File: src/rtl/transmit_dac_pkg.sv
// Shared definitions for the serial DAC transmitter: frame width,
// FSM state encodings and the DAC power-down mode codes.
package dac_pkg;

  localparam int unsigned FRAME_W = 16;
  localparam int unsigned BIT_W   = $clog2(FRAME_W);
  localparam int unsigned PD_W    = 2;

  localparam logic [PD_W-1:0] PD_NORMAL = 2'b00;
  localparam logic [PD_W-1:0] PD_HIZ    = 2'b11;

  typedef enum logic [1:0] {
    IDLE  = 2'd0,
    SETUP = 2'd1,
    SHIFT = 2'd2,
    HOLD  = 2'd3
  } state_e;

endpackage

File: src/rtl/transmit_dac_if.sv
// Host-side request/status and DAC serial pins of transmit_dac.
//   master: drives tx_start, din, pd_mode; observes status and DAC pins
//   slave : the transmitter itself
interface transmit_dac_if #(
  parameter int unsigned DATA_W = 12
);
  import dac_pkg::*;

  logic              tx_start;
  logic [DATA_W-1:0] din;
  logic [PD_W-1:0]   pd_mode;
  logic              tx_busy;
  logic              tx_done_tick;
  logic              cs;
  logic              sclk_dac;
  logic              sdata_dac;

  modport master (
    output tx_start, din, pd_mode,
    input  tx_busy, tx_done_tick, cs, sclk_dac, sdata_dac
  );

  modport slave (
    input  tx_start, din, pd_mode,
    output tx_busy, tx_done_tick, cs, sclk_dac, sdata_dac
  );

endinterface

File: src/rtl/transmit_dac_half_period_counter.sv
// Free-running DIV-cycle divider for sclk_dac half periods.
//   clk, rst : clock, async active-low reset
//   en       : count while high, held at 0 while low
//   cnt      : current position inside the half period (0..DIV-1)
//   tick_c   : combinational, high on the last cycle of a half period
module half_period_counter #(
  parameter int unsigned DIV = 4
) (
  input  logic                   clk,
  input  logic                   rst,
  input  logic                   en,
  output logic [$clog2(DIV)-1:0] cnt,
  output logic                   tick_c
);

  localparam int unsigned CNT_W = $clog2(DIV);

  assign tick_c = en && (cnt == CNT_W'(DIV - 1));

  // Wraps DIV-1 -> 0; cleared whenever disabled so every frame starts aligned.
  always_ff @(posedge clk or negedge rst) begin
    if (!rst)         cnt <= '0;
    else if (!en)     cnt <= '0;
    else if (tick_c)  cnt <= '0;
    else              cnt <= cnt + CNT_W'(1);
  end

endmodule

File: src/rtl/transmit_dac.sv
// Serial DAC transmitter: sends {2'b00, pd_mode, din} MSB first on
// cs/sclk_dac/sdata_dac, sclk_dac half period = DIV clk cycles.
//   clk, rst : clock, async active-low reset
//   bus      : slave side of transmit_dac_if (request, status, DAC pins)
module transmit_dac
  import dac_pkg::*;
#(
  parameter int unsigned DIV    = 4,
  parameter int unsigned DATA_W = 12
) (
  input  logic                 clk,
  input  logic                 rst,
  transmit_dac_if.slave        bus
);

  localparam int unsigned CNT_W = $clog2(DIV);

  state_e             state, state_n;
  logic [BIT_W-1:0]   bit_cnt, bit_cnt_n;
  logic [FRAME_W-2:0] shreg, shreg_n;   // bits still to send after sdata
  logic               busy_q, busy_n;
  logic               done_q, done_n;
  logic               cs_q, cs_n;
  logic               sclk_q, sclk_n;
  logic               sdata_q, sdata_n;

  logic [CNT_W-1:0]   cnt;
  logic               tick_c;
  logic [FRAME_W-1:0] frame_c;

  assign frame_c = FRAME_W'({2'b00, bus.pd_mode, bus.din});

  half_period_counter #(.DIV(DIV)) u_hp_cnt (
    .clk    (clk),
    .rst    (rst),
    .en     (state != IDLE),
    .cnt    (cnt),
    .tick_c (tick_c)
  );

  // State and output registers.
  always_ff @(posedge clk or negedge rst) begin
    if (!rst) begin
      state   <= IDLE;
      bit_cnt <= '0;
      shreg   <= '0;
      busy_q  <= 1'b0;
      done_q  <= 1'b0;
      cs_q    <= 1'b1;
      sclk_q  <= 1'b1;
      sdata_q <= 1'b0;
    end else begin
      state   <= state_n;
      bit_cnt <= bit_cnt_n;
      shreg   <= shreg_n;
      busy_q  <= busy_n;
      done_q  <= done_n;
      cs_q    <= cs_n;
      sclk_q  <= sclk_n;
      sdata_q <= sdata_n;
    end
  end

  // Next-state and next-output logic.
  always_comb begin
    state_n   = state;
    bit_cnt_n = bit_cnt;
    shreg_n   = shreg;
    busy_n    = busy_q;
    done_n    = 1'b0;
    cs_n      = cs_q;
    sclk_n    = sclk_q;
    sdata_n   = sdata_q;

    unique case (state)
      IDLE: begin
        if (bus.tx_start) begin
          state_n   = SETUP;
          bit_cnt_n = BIT_W'(FRAME_W - 1);
          shreg_n   = frame_c[FRAME_W-2:0];
          busy_n    = 1'b1;
          cs_n      = 1'b0;
          sclk_n    = 1'b1;
          sdata_n   = frame_c[FRAME_W-1];
        end
      end

      SETUP: begin
        if (tick_c) begin
          state_n = SHIFT;
          sclk_n  = 1'b0;
        end
      end

      // sclk_q low = first half of a bit (DAC sampled on its falling edge).
      // Data only moves on the rising edge; bit 0 keeps its value through
      // its closing high half so every bit gets a full sclk period.
      SHIFT: begin
        if (tick_c) begin
          if (!sclk_q) begin
            sclk_n = 1'b1;
            if (bit_cnt != '0) begin
              sdata_n = shreg[FRAME_W-2];
              shreg_n = {shreg[FRAME_W-3:0], 1'b0};
            end
          end else if (bit_cnt == '0) begin
            state_n = HOLD;
            cs_n    = 1'b1;
            sdata_n = 1'b0;
          end else begin
            sclk_n    = 1'b0;
            bit_cnt_n = bit_cnt - BIT_W'(1);
          end
        end
      end

      // Done pulse is registered one cycle early so it lands on the last cycle.
      HOLD: begin
        if (cnt == CNT_W'(DIV - 2)) done_n = 1'b1;
        if (tick_c) begin
          state_n = IDLE;
          busy_n  = 1'b0;
          shreg_n = '0;
        end
      end

      default: state_n = IDLE;
    endcase
  end

  assign bus.tx_busy      = busy_q;
  assign bus.tx_done_tick = done_q;
  assign bus.cs           = cs_q;
  assign bus.sclk_dac     = sclk_q;
  assign bus.sdata_dac    = sdata_q;

endmodule

File: src/flat_wrapper.sv
// flat-port wrapper written by rule: the top's interface ports become plain ports
module transmit_dac_flat import dac_pkg::*;
#(
  parameter int unsigned DIV    = 4,
  parameter int unsigned DATA_W = 12
)
  (clk, rst, bus_tx_start, bus_din, bus_pd_mode, bus_tx_busy, bus_tx_done_tick, bus_cs, bus_sclk_dac, bus_sdata_dac);
  transmit_dac_if #(.DATA_W(DATA_W)) bus_i ();
  input  logic clk;
  input  logic rst;
  input wire logic [$bits(bus_i.tx_start)-1:0] bus_tx_start;
  input wire logic [$bits(bus_i.din)-1:0] bus_din;
  input wire logic [$bits(bus_i.pd_mode)-1:0] bus_pd_mode;
  output wire logic [$bits(bus_i.tx_busy)-1:0] bus_tx_busy;
  output wire logic [$bits(bus_i.tx_done_tick)-1:0] bus_tx_done_tick;
  output wire logic [$bits(bus_i.cs)-1:0] bus_cs;
  output wire logic [$bits(bus_i.sclk_dac)-1:0] bus_sclk_dac;
  output wire logic [$bits(bus_i.sdata_dac)-1:0] bus_sdata_dac;
  assign bus_i.tx_start = bus_tx_start;
  assign bus_i.din = bus_din;
  assign bus_i.pd_mode = bus_pd_mode;
  assign bus_tx_busy = bus_i.tx_busy;
  assign bus_tx_done_tick = bus_i.tx_done_tick;
  assign bus_cs = bus_i.cs;
  assign bus_sclk_dac = bus_i.sclk_dac;
  assign bus_sdata_dac = bus_i.sdata_dac;
  transmit_dac #(.DIV(DIV), .DATA_W(DATA_W)) u_core (.clk(clk), .rst(rst), .bus(bus_i));
endmodule
File: config.mk
export PLATFORM = sky130hd
export DESIGN_NAME = transmit_dac_flat
export DESIGN_NICKNAME = d
export VERILOG_FILES = /design/src/rtl/transmit_dac_pkg.sv /design/src/rtl/transmit_dac_if.sv /design/src/rtl/transmit_dac_half_period_counter.sv /design/src/rtl/transmit_dac.sv /design/src/flat_wrapper.sv
export SDC_FILE = /design/constraint.sdc
export NUM_CORES = 1
export LEC_CHECK = 0
export ABC_AREA = 1
export CAP_MARGIN = 20
export CORE_ASPECT_RATIO = 0.9
export CORE_UTILIZATION = 35
export CTS_CLUSTER_SIZE = 16
export DETAILED_ROUTE_END_ITERATION = 10
export PLACE_DENSITY = 0.64
export SYNTH_ARGS = -nofsm -noshare
export SYNTH_HDL_FRONTEND = slang
export SYNTH_SLANG_ARGS = --single-unit
File: constraint.sdc
create_clock -name clk -period 4.4 [get_ports clk]
set_input_delay 0.88 -clock clk [delete_from_list [all_inputs] [get_ports clk]]
set_output_delay 0.88 -clock clk [all_outputs]
set_load 0.01 [all_outputs]
After elaboration in Yosys (flattened, before gate mapping)
Index checks and enable logic that the tools add are counted.
{"block": "word_totals", "reg_bits": 28, "latch_bits": 0, "ram_bits": 0, "rom_bits": 0, "output_inout_bits": 5, "mem_count": 0}
{"block": "op_classes", "addsub": 2, "multipliers": 0, "n_div": 0, "order_cmp": 0, "eq_ne": 16, "n_shift": 0, "muxes": 39, "bitwise": 0, "reduce_logical": 16}
{"operator": "15-bit two-way mux", "n": 5}
{"operator": "15-bit case mux with 3 select lines", "n": 1}
{"operator": "2-bit two-way mux", "n": 8}
{"operator": "4-bit two-way mux", "n": 4}
{"operator": "1-bit two-way mux", "n": 15}
{"operator": "5-bit AND reduction", "n": 3}
{"operator": "2-bit by 1-bit != test with 1-bit output (second input constant)", "n": 6}
{"operator": "6-bit AND reduction", "n": 2}
{"operator": "2-bit == test (second input constant)", "n": 4}
{"operator": "2-bit case mux with 4 select lines", "n": 1}
{"operator": "4-bit case mux with 2 select lines", "n": 1}
{"operator": "2-bit != test (second input constant)", "n": 3}
{"operator": "1-bit case mux with 2 select lines", "n": 3}
{"operator": "2-bit nonzero test", "n": 3}
{"operator": "3-bit nonzero test", "n": 2}
{"operator": "4-bit zero test", "n": 1}
{"operator": "4-bit AND reduction", "n": 1}
{"operator": "4-bit nonzero test", "n": 1}
{"operator": "4-bit by 1-bit subtractor with 4-bit output (second input constant)", "n": 1}
{"operator": "3-bit by 1-bit != test with 1-bit output (second input constant)", "n": 1}
{"operator": "3-bit != test (second input constant)", "n": 1}
{"operator": "1-bit case mux with 3 select lines", "n": 1}
{"operator": "3-bit AND reduction", "n": 1}
{"operator": "2-bit by 1-bit adder with 2-bit output (second input constant)", "n": 1}
{"operator": "other kinds (3)", "n": 3}

Depth between registers and ports, before layout
Gate-level depths: netlist of the first run.
{"block": "logic_depth", "depth_word": 5, "depth_mapped": 11, "depth_no_buf": 10}

By module
A second synthesis of the first run with hierarchy kept.
{"block": "hier_totals", "cells_unflattened": 233, "area_unflattened_um2": 1729.2}
{"mod": "transmit_dac", "n_inst": 1, "cells_each": 223, "area_per_inst_um2": 1640.3, "seq_area_each_um2": 653.1}
{"mod": "half_period_counter", "n_inst": 1, "cells_each": 10, "area_per_inst_um2": 88.8, "seq_area_each_um2": 50.0}

Worst setup path after synthesis of the first run
No wires, ideal clock.
{"block": "synth_path", "kind": "input to register", "startpoint": "input bus_tx_start", "endpoint": "register u_core.shreg[0]", "setup_ns": 0.116, "arrival_ns": 1.472, "slack_ns": 2.811, "cell_stages": 7, "n_path_buf": 1, "cell_sequence": "nor2_1 > a21oi_2 > nand2_1 > nor2_4 > buf_6 > nand2_1 > nand2_1"}
{"block": "synth_via", "elab_chain_cells": 2}
{"item": "start, declared", "line_no": "flat_wrapper.sv:11", "rtl": "input wire logic [$bits(bus_i.tx_start)-1:0] bus_tx_start;"}
{"item": "2-bit != test (no line)"}
{"item": "6-bit AND reduction (no line)"}
{"item": "end signal, assigned", "line_no": "transmit_dac.sv:55", "rtl": "shreg <= shreg_n;"}
{"item": "end, declared", "line_no": "transmit_dac.sv:20", "rtl": "logic [FRAME_W-2:0] shreg, shreg_n;"}
No other way between the ends.
A chain may end at the register's enable or synchronous reset.

Worst setup path after layout of the first run
{"block": "layout_path", "startpoint": "register u_core.state[0]", "endpoint": "register u_core.state[1]"}
{"block": "layout_via", "elab_chain_cells": 4, "word_cells_on_any_way": 14, "classes_between": "eq/ne: 9; mux: 1; reduce/logical: 4"}
{"item": "start, declared", "line_no": "transmit_dac.sv:18", "rtl": "state_e state, state_n;"}
{"item": "start signal, assigned", "line_no": "transmit_dac.sv:53", "rtl": "state <= state_n;"}
{"item": "2-bit nonzero test", "line_no": "transmit_dac.sv:36", "rtl": ".en (state != IDLE),"}
{"item": "1-bit logical AND", "line_no": "transmit_dac_half_period_counter.sv:18", "rtl": "assign tick_c = en && (cnt == CNT_W'(DIV - 1));"}
{"item": "2-bit by 1-bit != test with 1-bit output (no line)"}
{"item": "6-bit AND reduction (no line)"}
Several ways; a longest one is shown, not always the timed one.

==> results.yml, run 1 <==
run_status:
  status: "finished, final reports clean"
power:
  powerDensity_mw_per_mm2: 741.9
  seqPwrFrac: 0.323
  p_sw_frac: 0.4379
  p_leak_nw: 0.9989
  p_switching_w: 0.0006130
  clockPowerShare: 0.147
  ir_drop_mv: 0.3079
  p_comb_frac: 0.530
  internal_power_w: 0.0007868
setup_path:
  crit_arrival_ns: 2.58
  path_class: "reg -> reg"
  critical_path_peak_fanout: 26
  rr_endpoint: "u_core.state[1]"
  start_kind: "register"
  r2r_start: "u_core.state[0]"
  cp-end-kind: "register"
  reg2reg_depth: 8
  endpoint: "u_core.state[1]"
  crit_required_ns: 4.58
  cp-startpoint: "u_core.state[0]"
  r2r_slack_ns: 1.99
clock_network:
  cts_buffers: 3
  clk_path_buf_depth: 2
  post_cts_buffers: 0
  clk_pin_slew_ns: 0.10
  root_buffer: "clkbuf_8"
  postCtsHoldBufs: 0
  htree_levels: 1
  clock_latency_ns: 0.28
  cts_tree: "done"
  clock_sinks: 28
  cts_resized: 0
timing:
  tightest_slew_ns: 0.8831
  post-route-min-period_ns: 2.408
  hold_viol: 0
  fin_tns_setup_ns: 0
  period_share: 0.5472
  setup_viol: 0
  clock.fmax_ghz: 0.4153
  skew_ns: 0.009322
  rsz0062_at_grt: "no"
  timing.slew.headroom: 0.4112
  report.final.slew_viol_count: 0
  worst_slack_ns: 1.992
synthesis:
  ys_seq_elements: 28
  synth-seq-area-share: 0.4471
  synth_edf_count: 0
  avgSynthCellArea_um2: 8.024
  synthTopCellsByArea: "dfrtp_1 (41%), nand2_1 (20%), a22o_1 (7.2%)"
  async_flop_share: 1.000
  synth_warnings: 0
  synth_area_mm2: 0.001573
  yosys.area.top_type: "dfrtp_1"
  synth-main-ff-cell: "dfrtp_1"
  synth_nets: 222
  synthCells: 196
  synth_top_area_share: 0.4137
  yosysUniqueCellTypes: 24
floorplan:
  row_count: 22
  dieWidth_um: 72.66
  core-area_mm2: 0.004184
  io_pins: 22
  die_area_mm2: 0.004766
  start_util: 0.3759
  die_y_um: 65.60
detailed_routing:
  ant_nets: 0
  vias: 1255
  wirelength_um: 3102
  wl_per_cell_um: 11.24
  drcViolationCount: 0
  vias_per_cell: 4.547
  drtIter0Drc: 134
  firstDrtPassIters: 4
cells_and_area:
  area_growth_pct: 19.97
  final_common_cell: "nand2_1"
  fin_util: 0.4510
  drive_gt1_frac: 0.08333
  nets: 243
  fin_cells: 276
  diodes: 0
  layout_common_cells: "nand2_1 (83), dfrtp_1 (26), clkdlybuf4s50_1 (21), inv_1 (15)"
global_route:
  antenna_found_initial: 0
  grt_pass1_wl_um: 5347
  grt_use_total: 0.1485
  overflow: 0
  grt_max_degree: 29
  grt_pass1_vias: 1158
placement:
  io_buffers: 21
  dpl.hpwl_um: 2226
  gp_congestion: 0.7490
  pre_cts_ws_ns: 2.020
  post-place-cells: 272
min_path:
  min_path_type: "reg -> reg"
job:
  cap_violations: 0
==> power by group through the flow <==
| stage | Sequential [W] | Combinational, W | Clock [W] |
|---|---|---|---|
| after floorplan | 0.000446 | 0.000622 | 0 |
| final | 0.000452 | 0.000741 | 0.000206 |
| after CTS | 0.000452 | 0.000746 | 0.000213 |
| after global placement | 0.000456 | 0.000730 | 0 |
| after global routing | 0.000468 | 0.000858 | 0.000228 |
| after detailed placement | 0.000457 | 0.000743 | 0 |
==> area by class of cell <==
| class | count | area [µm²] |
|---|---|---|
| inverter | 16 | 60.06 |
| multi-input combinational | 146 | 759.5 |
| timing repair buffer | 22 | 217.7 |
| sequential | 28 | 703.2 |
| fill | 426 | 2297 |
| clock buffer | 3 | 41.29 |
| clock inverter | 1 | 30.03 |
| tap | 60 | 75.07 |
==> how the worst min path moves through the flow <==
stage	from	to	slack [ns]	cells past startpoint
after CTS	u_core.bus.cs	u_core.bus.cs	0.48	2
after global routing	u_core.shreg[2]	u_core.shreg[2]	0.50	2
after floorplan	u_core.shreg[14]	u_core.shreg[14]	0.43	2
after detailed placement	u_core.shreg[6]	u_core.shreg[6]	0.47	2
after global placement	u_core.bus.sdata_dac	u_core.bus.sdata_dac	0.46	2
final	u_core.bus.cs	u_core.bus.cs	0.48	2
==> cells in the mapped netlist, types with 2 or more instances <==
cell type / number
a22o_1: 13
dfstp_2: 2
or2_2: 2
o21ai_0: 9
buf_4: 3
inv_1: 15
nand2_2: 2
dfrtp_1: 26
buf_6: 2
ha_1: 9
nor2_1: 13
nand2_1: 83
nand3_1: 6
==> flip-flops by register name, indices dropped and copies added, names as in the netlist <==
name	count
u_core.bit_cnt	4
u_core.shreg	15
u_core.u_hp_cnt.cnt	2
u_core.state	2
u_core.bus.tx_done_tick	1
u_core.bus.cs	1
u_core.bus.tx_busy	1
u_core.bus.sclk_dac	1
u_core.bus.sdata_dac	1
==> critical path: stages (launching register included) <==
cell and delay, ns:
dfrtp_1 0.40, inv_1 0.11, ha_1 0.52, nor2_1 0.79, a21oi_1 0.07, nor2_1 0.21, nand2_1 0.09, nand2_1 0.06
nand2_1 0.05
==> kinds of logic (layout without fill, tap and decap cells) <==
logic type      count (synthesis)  count (layout)  share of synthesized area
simple gates                  112             112                     0.2959
flops                          28              28                     0.4471
compound gates                 25              25                     0.1154
buf+inv                        22              42                    0.07000
fa+ha+maj                       9               9                    0.07160
==> per-stage QoR <==
| stage | area (µm²) | hold slack, ns | power [W] |
|---|---|---|---|
| after global routing | 1887 | 0.5031 | 0.001553 |
| after CTS | 1887 | 0.4826 | 0.001411 |
| after floorplan | 1573 | 0.4349 | 0.001068 |
| after detailed placement | 1815 | 0.4654 | 0.001200 |
| after global placement | 1815 | 0.4578 | 0.001186 |
| final | 1887 | 0.4797 | 0.001400 |
==> metal layers <==
layer,GRT usage,routed length [µm]
met3,0.03681,86
met1,0.2019,1613
met4,0.05882,51
met2,0.2255,1350
met5,0,0
Note: power is estimated with default switching activity, not from simulation.
==> inputs of run 2 (changes only) <==
PLACE_DENSITY = 0.66   (was 0.64)
clock period = 2.2 ns   (was 4.4 ns; I/O delays follow)
==> run 2 against run 1 <==
  * Design area rose by 0.46%
  * Critical path depth did not move
  * Final cell count rose by 1.1%
  * First-iteration DRC count fell by 46%
  * Largest cell class unchanged
  * Maximum frequency rose by 27%
  * Critical path type unchanged
  * Wire length fell by 3.3%
==> results.yml, run 2 (synthesized netlist as in run 1, its figures left out) <==
timing:
  tightest_slew_ns: 0.5069
  fin_tns_setup_ns: 0
  rsz0062_at_grt: "no"
  whs_ns: 0.4775
  period_share: 0.8628
  clock.fmax_ghz: 0.5268
  setup_viol: 0
  timing.slew.headroom: 0.6610
  post-route-min-period_ns: 1.898
  report.final.slew_viol_count: 0
  hold_viol: 0
  skew_ns: 0.006151
setup_path:
  critical_path_peak_fanout: 15
  rr_endpoint: "u_core.shreg[1]"
  cp-startpoint: "u_core.state[0]"
  reg2reg_depth: 8
  start_kind: "register"
  endpoint: "u_core.shreg[1]"
  r2r_start: "u_core.state[0]"
  crit_arrival_ns: 2.12
  crit_required_ns: 2.42
  cp-end-kind: "register"
  path_class: "reg -> reg"
  r2r_slack_ns: 0.30
power:
  seqPwrFrac: 0.330
  p_sw_frac: 0.4512
  powerDensity_mw_per_mm2: 1436
  ir_drop_mv: 0.5906
  p_leak_nw: 1.005
  clockPowerShare: 0.105
  p_switching_w: 0.001228
  p_comb_frac: 0.565
  internal_power_w: 0.001494
detailed_routing:
  firstDrtPassIters: 6
  drcViolationCount: 0
  vias_per_cell: 4.523
  vias: 1262
  drtIter0Drc: 73
  wl_per_cell_um: 10.75
  ant_nets: 0
  wirelength_um: 2999
floorplan:
  die_area_mm2: 0.004766
  start_util: 0.3759
  dieWidth_um: 72.66
  die_y_um: 65.60
  row_count: 22
  core-area_mm2: 0.004184
  io_pins: 22
clock_network:
  cts_tree: "done"
  cts_buffers: 3
  clk_path_buf_depth: 2
  root_buffer: "clkbuf_8"
  postCtsHoldBufs: 0
  clk_pin_slew_ns: 0.10
  clock_latency_ns: 0.27
  cts_resized: 0
  clock_sinks: 28
  post_cts_buffers: 0
  htree_levels: 1
global_route:
  antenna_found_initial: 0
  grt_max_degree: 20
  grt_pass1_vias: 1090
  overflow: 0
  grt_use_total: 0.1375
  grt_pass1_wl_um: 5099
cells_and_area:
  top_register: "u_core.shreg"
  reg_top3: "u_core.shreg (15), u_core.bit_cnt (4)"
  largest_reg_flops: 15
  layout_common_cells: "nand2_1 (83), dfrtp_1 (26), clkdlybuf4s50_1 (21), inv_1 (15)"
  drive_gt1_frac: 0.09132
  final_common_cell: "nand2_1"
  diodes: 0
  nets: 246
  fin_cells: 279
  area_growth_pct: 20.53
run_status:
  status: "finished, final reports clean"
placement:
  dpl.hpwl_um: 2184
  io_buffers: 21
  gp_congestion: 0.8550
  post-place-cells: 275
min_path:
  min_path_type: "reg -> reg"
job:
  cap_violations: 0
[run 2: cell type report]
class	instances	area [µm²]
clock buffer	4	45.04
fill	442	2288
inverter	16	60.06
multi-input combinational	146	759.5
sequential	28	703.2
tap	60	75.07
timing repair buffer	25	252.7
[run 2: how the worst min path moves through the flow]
stage | startpoint | endpoint | slack, ns | cells past startpoint
floorplan | rst | u_core.bit_cnt[0] | 0.14 | 0
global placement | u_core.u_hp_cnt.cnt[0] | u_core.u_hp_cnt.cnt[0] | 0.46 | 1
detailed placement | u_core.shreg[10] | u_core.shreg[10] | 0.46 | 2
CTS | u_core.bus.cs | u_core.bus.cs | 0.48 | 2
global route | u_core.u_hp_cnt.cnt[0] | u_core.u_hp_cnt.cnt[0] | 0.50 | 1
finish | u_core.bus.sdata_dac | u_core.bus.sdata_dac | 0.48 | 2
[run 2: metal layers]
layer / up-vias / GRT usage / routed length (µm)
met2: 24 / 0.1904 / 1210
met5: - / 0 / 0
met3: 2 / 0.03374 / 119
li1: 669 / - / -
met4: 0 / 0.04412 / 34
met1: 567 / 0.2066 / 1635
[run 2: critical path, stage by stage (launching register included)]
cell and delay [ns]:
dfrtp_1 0.42, inv_1 0.14, ha_1 0.41, nand2_1 0.18, o21ai_2 0.11, nand2_1 0.10, nor2_4 0.29, nand2_1 0.10
nand2_1 0.08
[run 2: per-stage QoR]
stage / util / setup slack, ns / total power [W] / instance area (µm²)
5_1_grt: 0.4531 / 0.08983 / 0.003007 / 1896
3_3_place_gp: 0.4423 / 0.4165 / 0.002429 / 1851
6_report: 0.4531 / 0.3019 / 0.002722 / 1896
3_5_place_dp: 0.4423 / 0.3216 / 0.002453 / 1851
2_1_floorplan: - / 0.6630 / 0.002135 / 1573
4_1_cts: 0.4531 / 0.2976 / 0.002749 / 1896
[run 2: power by group through the flow]
| stage | Clock [W] | Sequential [W] | Combinational (W) |
|---|---|---|---|
| 2_1_floorplan | 0 | 0.000892 | 0.00124 |
| 3_3_place_gp | 0 | 0.000906 | 0.00152 |
| 3_5_place_dp | 0 | 0.000908 | 0.00155 |
| 4_1_cts | 0.000302 | 0.000897 | 0.00155 |
| 5_1_grt | 0.000317 | 0.000924 | 0.00177 |
| 6_report | 0.000286 | 0.000897 | 0.00154 |
==> inputs of run 3 (changes only) <==
CELL_PAD_IN_SITES_DETAIL_PLACEMENT = 1   (was default)
CELL_PAD_IN_SITES_GLOBAL_PLACEMENT = 2   (was default)
CORE_UTILIZATION = 28   (was 35)
PLACE_DENSITY = 0.83   (was 0.66)
==> run 3 against run 2 <==
  * Global-route usage grew 0.37 points
  * Register-to-register slack about the same
  * Maximum frequency increased by 0.47%
  * Critical path depth is the same
  * Utilization shrank 9.1 points
  * Sequential cell count unchanged
  * Sequential power rose by 0.8%
  * Count of clock-buffer cells in the layout is 1 lower
  * Critical endpoint is now u_core.shreg[2]
  * Largest power group unchanged
  * Highest routed layer unchanged
==> results.yml, run 3 (synthesized netlist as in run 1, its figures left out) <==
run_status:
  status: "finished, final reports clean"
detailed_routing:
  wirelength_um: 3618
  ant_nets: 0
  drtIter0Drc: 62
  drcViolationCount: 0
  wl_per_cell_um: 12.61
  vias: 1304
  firstDrtPassIters: 4
  vias_per_cell: 4.544
cells_and_area:
  drive_gt1_frac: 0.1000
  area_growth_pct: 22.43
  fin_util: 0.3621
  largest_reg_flops: 15
  layout_common_cells: "nand2_1 (83), dfrtp_1 (26), clkdlybuf4s50_1 (21), inv_1 (15)"
  diodes: 0
  reg_top3: "u_core.shreg (15), u_core.bit_cnt (4)"
  nets: 247
  top_register: "u_core.shreg"
  final_common_cell: "nand2_1"
floorplan:
  die_y_um: 73.10
  die_area_mm2: 0.005921
  core-area_mm2: 0.005318
  io_pins: 22
  start_util: 0.2958
  row_count: 25
  dieWidth_um: 81
power:
  ir_drop_mv: 0.6867
  p_switching_w: 0.001287
  p_comb_frac: 0.546
  p_sw_frac: 0.4429
  internal_power_w: 0.001618
  p_leak_nw: 1.019
  powerDensity_mw_per_mm2: 1509
  seqPwrFrac: 0.311
  clockPowerShare: 0.143
timing:
  report.final.slew_viol_count: 0
  post-route-min-period_ns: 1.889
  setup_viol: 0
  period_share: 0.8588
  clock.fmax_ghz: 0.5293
  timing.slew.headroom: 0.7514
  skew_ns: 0.01651
  worst_slack_ns: 0.3107
  tightest_slew_ns: 0.3729
  hold_viol: 0
  fin_tns_setup_ns: 0
  rsz0062_at_grt: "no"
clock_network:
  clk_pin_slew_ns: 0.09
  clock_sinks: 28
  cts_resized: 0
  post_cts_buffers: 0
  cts_tree: "done"
  htree_levels: 1
  cts_buffers: 3
  root_buffer: "clkbuf_8"
  postCtsHoldBufs: 0
  clk_path_buf_depth: 2
  clock_latency_ns: 0.28
placement:
  pre_cts_ws_ns: 0.3046
  gp_congestion: 0.7248
  dpl.hpwl_um: 2649
  io_buffers: 21
setup_path:
  path_class: "reg -> reg"
  cpPeakStageDelay_ns: 0.41
  crit_top_cell: "nand2_1"
  slowest_stage: "dfrtp_1"
  critical_path_peak_fanout: 15
  path_cells: "inv_1 > ha_1 > buf_4 > a21oi_2 > nand2_1 > nor2_4 > nand2_1 > nand2_1"
  start_kind: "register"
  crit_required_ns: 2.41
  crit_arrival_ns: 2.10
  cp-end-kind: "register"
  critPathBufInv: 2
  critPathTopFamily: "simple AND/OR/NAND/NOR gates"
global_route:
  grt_max_degree: 29
  grt_pass1_wl_um: 6479
  overflow: 0
  grt_use_total: 0.1412
  antenna_found_initial: 0
  grt_pass1_vias: 1382
job:
  cap_violations: 0
min_path:
  min_path_type: "reg -> reg"
-- run 3: cell count changes in the layout (fill, tap and decap cells not counted), sizes merged --
cell / previous run / this run
clkbuf: 4 / 3
buf: 4 / 5
bufinv: 0 / 1
-- run 3: final cells by class --
cell class                      instances  area, µm²
Fill cell                             649       3392
Multi-Input combinational cell        146      759.5
Tap cell                               67      83.83
Sequential cell                        28      703.2
Clock inverter                          1      30.03
Timing Repair Buffer                   26      247.7
Clock buffer                            3      41.29
Inverter                               16      60.06
-- run 3: final timing paths --
check / startpoint / endpoint / slack, ns / cells after the start
worst max register to register: u_core.state[0] / u_core.shreg[2] / 0.31 / 8
max in group asynchronous: rst / u_core.bus.cs / 1.37 / 2
worst min register to register: u_core.shreg[6] / u_core.shreg[6] / 0.48 / 2
worst max-delay path: u_core.state[0] / u_core.shreg[2] / 0.31 / 8
worst min-delay path: u_core.shreg[6] / u_core.shreg[6] / 0.48 / 2
min in group asynchronous: rst / u_core.bit_cnt[3] / 0.52 / 2
-- run 3: worst register-to-register path: cells and delay by family (launching register included) --
family          cells  cell delay, ns
fa+ha+maj           1            0.30
buf+inv             2            0.34
flops               1            0.41
compound gates      1            0.20
simple gates        4            0.58
-- run 3: per-layer routing --
| layer | part of all wire | global-route usage | vias to the layer above |
|---|---|---|---|
| li1 | - | - | 673 |
| met1 | 0.53 | 0.2014 | 610 |
| met2 | 0.43 | 0.2232 | 19 |
| met3 | 0.034 | 0.03125 | 2 |
| met4 | 0.0047 | 0.01786 | 0 |
| met5 | 0 | 0 | - |
-- run 3: power groups by stage --
stage                     combinational (W)  clock (W)  sequential (W)
after CTS                           0.00162   0.000429        0.000906
after detailed placement            0.00162          0        0.000912
after global placement              0.00158          0        0.000908
after global routing                0.00186   0.000443        0.000936
final                               0.00159   0.000415        0.000904
after floorplan                     0.00124          0        0.000892
-- run 3: per-stage QoR --
step / hold WS (ns) / total power [W] / instances / instance area, µm²
2_1_floorplan: 0.1444 / 0.002135 / 196 / 1573
3_3_place_gp: 0.4553 / 0.002490 / 283 / 1854
3_5_place_dp: 0.4605 / 0.002530 / 283 / 1854
4_1_cts: 0.4847 / 0.002958 / 287 / 1926
5_1_grt: 0.5076 / 0.003238 / 287 / 1926
6_report: 0.4812 / 0.002905 / 287 / 1926
